<file path="src/rtl/half_add_mon_pkg.sv">
// Shared types and constants for the half-adder stream monitor.
// Holds the FSM state encoding, the expected half-adder pattern and the SYNC timeout.
package half_add_mon_pkg;

   typedef enum logic [1:0] {
      ST_IDLE  = 2'd0,
      ST_SYNC  = 2'd1,
      ST_CHECK = 2'd2,
      ST_DONE  = 2'd3
   } state_e;

   localparam int SYNC_TIMEOUT = 8;
   localparam int TMO_W        = $clog2(SYNC_TIMEOUT);

   // Expected {carry,sum} per phase: half-add of the two bits of a 2-bit count.
   localparam logic [3:0][1:0] EXP_PAT = {2'b10, 2'b01, 2'b01, 2'b00};

endpackage

</file>
<file path="src/rtl/half_add_monitor_sat_counter.sv">
// Saturating accumulator: adds inc when en, clamps at all-ones, synchronous clear wins over en.
module sat_counter #(
   parameter int W = 8
) (
   input  logic         clock,
   input  logic         clear,
   input  logic         sclr,
   input  logic         en,
   input  logic [W-1:0] inc,
   output logic [W-1:0] count
);

   logic [W-1:0] count_q, count_d;
   logic [W:0]   sum;

   always_comb begin
      sum     = {1'b0, count_q} + {1'b0, inc};
      count_d = count_q;
      if (sclr)
         count_d = '0;
      else if (en)
         count_d = sum[W] ? '1 : sum[W-1:0];
   end

   always_ff @(posedge clock or negedge clear) begin
      if (!clear) count_q <= '0;
      else        count_q <= count_d;
   end

   assign count = count_q;

endmodule

</file>
<file path="src/rtl/half_add_monitor.sv">
// Locks onto a half-adder sample stream at upstream count 3, then checks WINDOW samples
// against the expected pattern, counting mismatches and accumulating the sample values.
module half_add_monitor
   import half_add_mon_pkg::*;
#(
   parameter int WINDOW = 16,
   parameter int CNT_W  = 8
) (
   input  logic             clock,
   input  logic             clear,
   input  logic             start,
   input  logic             sum_in,
   input  logic             carry_in,
   output logic             busy,
   output logic             done,
   output logic             pass,
   output logic             sync_fail,
   output logic [CNT_W-1:0] err_count,
   output logic [CNT_W-1:0] total
);

   state_e           state_q, state_d;
   logic [1:0]       phase_q, phase_d;
   logic [7:0]       samp_q, samp_d;
   logic [TMO_W-1:0] tmo_q, tmo_d;
   logic             sync_fail_q, sync_fail_d;
   logic             busy_q, busy_d;
   logic             done_q, done_d;
   logic             pass_q, pass_d;
   logic             accept, in_check, mismatch;
   logic [CNT_W-1:0] err_q, tot_q, tot_inc;

   always_comb begin
      accept      = start && (state_q == ST_IDLE || state_q == ST_DONE);
      in_check    = (state_q == ST_CHECK);
      mismatch    = in_check && ({carry_in, sum_in} != EXP_PAT[phase_q]);
      tot_inc     = CNT_W'({carry_in, sum_in});
      state_d     = state_q;
      phase_d     = phase_q;
      samp_d      = samp_q;
      tmo_d       = tmo_q;
      sync_fail_d = sync_fail_q;
      case (state_q)
         ST_IDLE, ST_DONE: begin
            if (start) begin
               state_d     = ST_SYNC;
               phase_d     = 2'd0;
               samp_d      = 8'd0;
               tmo_d       = '0;
               sync_fail_d = 1'b0;
            end
         end
         ST_SYNC: begin
            // (sum=0, carry=1) is upstream count 3, so the next sample is phase 0.
            if (!sum_in && carry_in) begin
               state_d = ST_CHECK;
               phase_d = 2'd0;
            end else if (tmo_q == TMO_W'(SYNC_TIMEOUT - 1)) begin
               state_d     = ST_DONE;
               sync_fail_d = 1'b1;
            end else begin
               tmo_d = tmo_q + TMO_W'(1);
            end
         end
         ST_CHECK: begin
            phase_d = phase_q + 2'd1;
            samp_d  = samp_q + 8'd1;
            if (samp_q == 8'(WINDOW - 1))
               state_d = ST_DONE;
         end
         default: state_d = ST_IDLE;
      endcase
      busy_d = (state_d == ST_SYNC) || (state_d == ST_CHECK);
      done_d = (state_d == ST_DONE);
      // err_q lags by one sample, so fold in the mismatch being registered this edge.
      pass_d = done_d && !sync_fail_d && (err_q == '0) && !mismatch;
   end

   always_ff @(posedge clock or negedge clear) begin
      if (!clear) begin
         state_q     <= ST_IDLE;
         phase_q     <= 2'd0;
         samp_q      <= 8'd0;
         tmo_q       <= '0;
         sync_fail_q <= 1'b0;
         busy_q      <= 1'b0;
         done_q      <= 1'b0;
         pass_q      <= 1'b0;
      end else begin
         state_q     <= state_d;
         phase_q     <= phase_d;
         samp_q      <= samp_d;
         tmo_q       <= tmo_d;
         sync_fail_q <= sync_fail_d;
         busy_q      <= busy_d;
         done_q      <= done_d;
         pass_q      <= pass_d;
      end
   end

   sat_counter #(.W(CNT_W)) u_err (
      .clock (clock),
      .clear (clear),
      .sclr  (accept),
      .en    (mismatch),
      .inc   (CNT_W'(1)),
      .count (err_q)
   );

   sat_counter #(.W(CNT_W)) u_tot (
      .clock (clock),
      .clear (clear),
      .sclr  (accept),
      .en    (in_check),
      .inc   (tot_inc),
      .count (tot_q)
   );

   assign busy      = busy_q;
   assign done      = done_q;
   assign pass      = pass_q;
   assign sync_fail = sync_fail_q;
   assign err_count = err_q;
   assign total     = tot_q;

endmodule

</file>
<file path="config.mk">
export PLATFORM = sky130hd
export DESIGN_NAME = half_add_monitor
export DESIGN_NICKNAME = d
export VERILOG_FILES = /design/src/rtl/half_add_mon_pkg.sv /design/src/rtl/half_add_monitor_sat_counter.sv /design/src/rtl/half_add_monitor.sv
export SDC_FILE = /design/constraint.sdc
export NUM_CORES = 1
export LEC_CHECK = 0
export ABC_AREA = 1
export BUFFER_PORTS_ARGS = -buffer_cell sky130_fd_sc_hd__buf_2
export CORE_MARGIN = 2
export CORE_UTILIZATION = 54
export CTS_CLUSTER_DIAMETER = 30
export DETAILED_ROUTE_END_ITERATION = 6
export GPL_ROUTABILITY_DRIVEN = 0
export PLACE_DENSITY = 0.74
export SLEW_MARGIN = 40
export SYNTH_ARGS = -nofsm -noshare
export SYNTH_HDL_FRONTEND = slang
export SYNTH_HIERARCHICAL = 1
export SYNTH_SLANG_ARGS = --single-unit
export TNS_END_PERCENT = 1
</file>
<file path="constraint.sdc">
create_clock -name clock -period 1.85 [get_ports clock]
set_input_delay 0.0925 -clock clock [delete_from_list [all_inputs] [get_ports clock]]
set_output_delay 0.0925 -clock clock [all_outputs]
set_load 0.02 [all_outputs]
</file>
==> qor.txt <==
outcome: finished, final reports clean
clock buffer depth: 2
Routed Antenna Nets: 0
period utilization: 95.1%
port bufs: 24
layout cells sized above 1: 23.3%
Top Metal Used: met4
worst hold path type: in2reg
drt initial violations: 101
Final Power: 0.00528 W
R2R Path End: pass
Met3 Routed Length: 168 um
crit path max fanout: 5
insertion delay to the later sink of the worst-skew pair: 0.29 ns
cts bufs inserted: 5
CP required: 2.07 ns
number of inserted diodes: 0
Clock Skew: 0.00845 ns
Synth Area in Simple Gates: 35.3%
Critical Path AT: 1.98 ns
Synth-to-Final Area Change: 22.1%
CTS tree: yes
die height: 72.4 um
hold_sp: start
gr usage total: 21.5%
register-to-register setup slack: 0.09 ns
Mean Syn Cell Area: 7.24 um^2
power density over cell area: 1710 nW/um^2
# DRC: 0
final-stage net count: 437
cell area after synthesis: 2530 um^2
H-tree depth: 2
Yosys warnings: 6
Max-Cap Viols: 0
cells on worst reg2reg path: 11
Site Rows: 24
fmax: 0.568 GHz
worst setup path category: reg2reg
Die Wd: 72.4 um
#FFs+latches synth: 35
Final Setup Violations: 0
First-pass DRT Iterations: 4
DP HPWL: 3900 um
hold endpoint: state_q[1]
final-report hold violation count: 0
Vias: 2,284
DP Worst Slack: -0.0208 ns
Ports: 25
Max VDD drop: 0.000846 V
Max Slew Vio Count: 0
Post-Syn Instances: 349
Synth Area in XOR/XNOR: 2.43%
Finished Layout Cells: 459
Lkg Pwr: 1.69 nW
Core Box Area: 4440 um^2
final worst path period need: 1.76 ns
post-synthesis mux area share: 0%
Seq/Total Area, Yosys: 34.7%
DR WL met2: 2640 um
Cells after DPL: 446
vias per cell: 4.98
vias in the first global route: 2,071
CP Capture Type: flop
beginning of the worst register-to-register path: state_q[1]
die area: 5240 um^2
fillcell total: 406
drt total wl: 5330 um
CP Launch Type: flop
Starting Density: 56.8%
GR Overflow Total: 0
WL/cell: 11.6 um
post-synthesis adder-cell area fraction: 13.5%
antenna violations before repair: 0
hold depth: 4
root buffer cell: clkbuf_8
Clock transition at path regs: 0.07 ns
first-pass GRT wire length: 8810 um
largest family of logic cells by synthesized area: simple AND/OR/NAND/NOR gates
largest net degree at the start of global routing: 36
Sink Count: 35
Distinct cells, synth: 32
highest-count cells in the layout ignoring fill and taps: 119 x nand2_1, 36 x inv_1, 34 x dfrtp_1
commonest non-fill, non-tap cell in the layout: nand2_1
worst hold slack: 0.147 ns
Setup WS post-layout: 0.0909 ns
met1 WL: 2430 um
Synth Area in Compound Gates: 6.93%
-- layout make-up --
cell class / instances / area, um^2 / share of cell area, %
clock inverters: 1 / 7.51 / 0.243
multi-input cells: 282 / 1640 / 53.1
repair buffers: 39 / 238 / 7.71
flip-flops and latches: 35 / 877 / 28.4
well taps: 52 / 65.1 / 2.11
inverters: 43 / 164 / 5.31
clock buffers: 7 / 96.3 / 3.12
-- timing repair --
item	4_1_cts	5_1_grt
hold endpoints to repair	35	0
setup endpoints to repair	1	14
setup buffers	2	2
hold buffers	1	0
gates resized for setup	2	32
pin swaps	0	13
-- synth_stat cells --
cell / n / area, um^2
a21oi_1: 11 / 55.1
a21oi_2: 1 / 8.76
and3_1: 1 / 6.26
buf_2: 1 / 5.00
buf_4: 1 / 7.51
conb_1: 2 / 7.51
dfrtp_1: 35 / 876
fa_1: 2 / 40.0
ha_1: 24 / 300
inv_1: 40 / 150
inv_2: 3 / 11.3
nand2_1: 125 / 469
nand2_2: 3 / 18.8
nand2_4: 3 / 33.8
nand3_1: 24 / 120
nand3_2: 1 / 10.0
nand3b_1: 2 / 15.0
nand4_1: 1 / 6.26
nor2_1: 30 / 113
nor2_2: 2 / 12.5
nor2_4: 4 / 45.0
nor3_1: 2 / 10.0
nor3b_1: 1 / 7.51
o21a_1: 1 / 7.51
o21ai_0: 9 / 45.0
o21ai_1: 5 / 25.0
o21ai_2: 3 / 26.3
o21bai_1: 1 / 7.51
or2_1: 2 / 12.5
or2_2: 2 / 12.5
xnor2_1: 2 / 17.5
xor2_1: 5 / 43.8
-- worst max path at each step --
stage / start / to / slack, ns / cells after the start
global route: tmo_q[0] / pass / -0.08 / 13
detailed placement: state_q[0] / pass / -0.02 / 12
global placement: state_q[1] / pass / 0.05 / 10
CTS: u_tot/count[0] / u_tot/count[1] / 0.02 / 10
finish: state_q[1] / pass / 0.09 / 11
floorplan: u_err/count[0] / u_err/count[1] / 0.06 / 10
-- registers in the layout, indices dropped and copies added, names as in the netlist --
register and flops:
tmo_q 3, samp_q 8, u_err/count 8, done 1, pass 1, sync_fail 1
phase_q 2, state_q 2, busy 1, u_tot/count 8
-- per-stage QoR --
| step | utilization [%] | TNS [ns] | area (um^2) |
|---|---|---|---|
| 2_1_floorplan | - | 0 | 2570 |
| 3_3_place_gp | 63.5 | 0 | 2820 |
| 3_5_place_dp | 63.5 | -0.0208 | 2820 |
| 4_1_cts | 66.5 | 0 | 2960 |
| 5_1_grt | 69.4 | -0.0953 | 3080 |
| 6_report | 69.4 | 0 | 3080 |
-- routing by layer --
metal	track usage [%]	up-vias
li1	-	1191
met1	26.4	1042
met2	38.0	41
met3	2.92	10
met4	8.64	0
met5	0	-
-- cells by family after synthesis --
kind of cell / Yosys count
adder cells (fa/ha/maj): 26
buffers and inverters: 45
flip-flops: 35
AND/OR/NAND/NOR: 203
other: 2
AO/OA/AOI/OAI: 31
XOR/XNOR: 7
-- worst max-delay path, cell delays in order, from the launching register on --
cell     delay (ns)
dfrtp_2        0.45
inv_1          0.14
ha_4           0.18
nand3_2        0.09
nand2_2        0.09
inv_2          0.04
a21oi_4        0.12
ha_2           0.19
nand2_1        0.07
nor2_1         0.14
nand3_1        0.09
nor2_1         0.10
-- power by group --
group,internal [W],switching [W]
sequential,0.00106,0.000262
combinational,0.00135,0.00199
clock,0.000339,0.000282
Power figures use the tool's default switching activity.
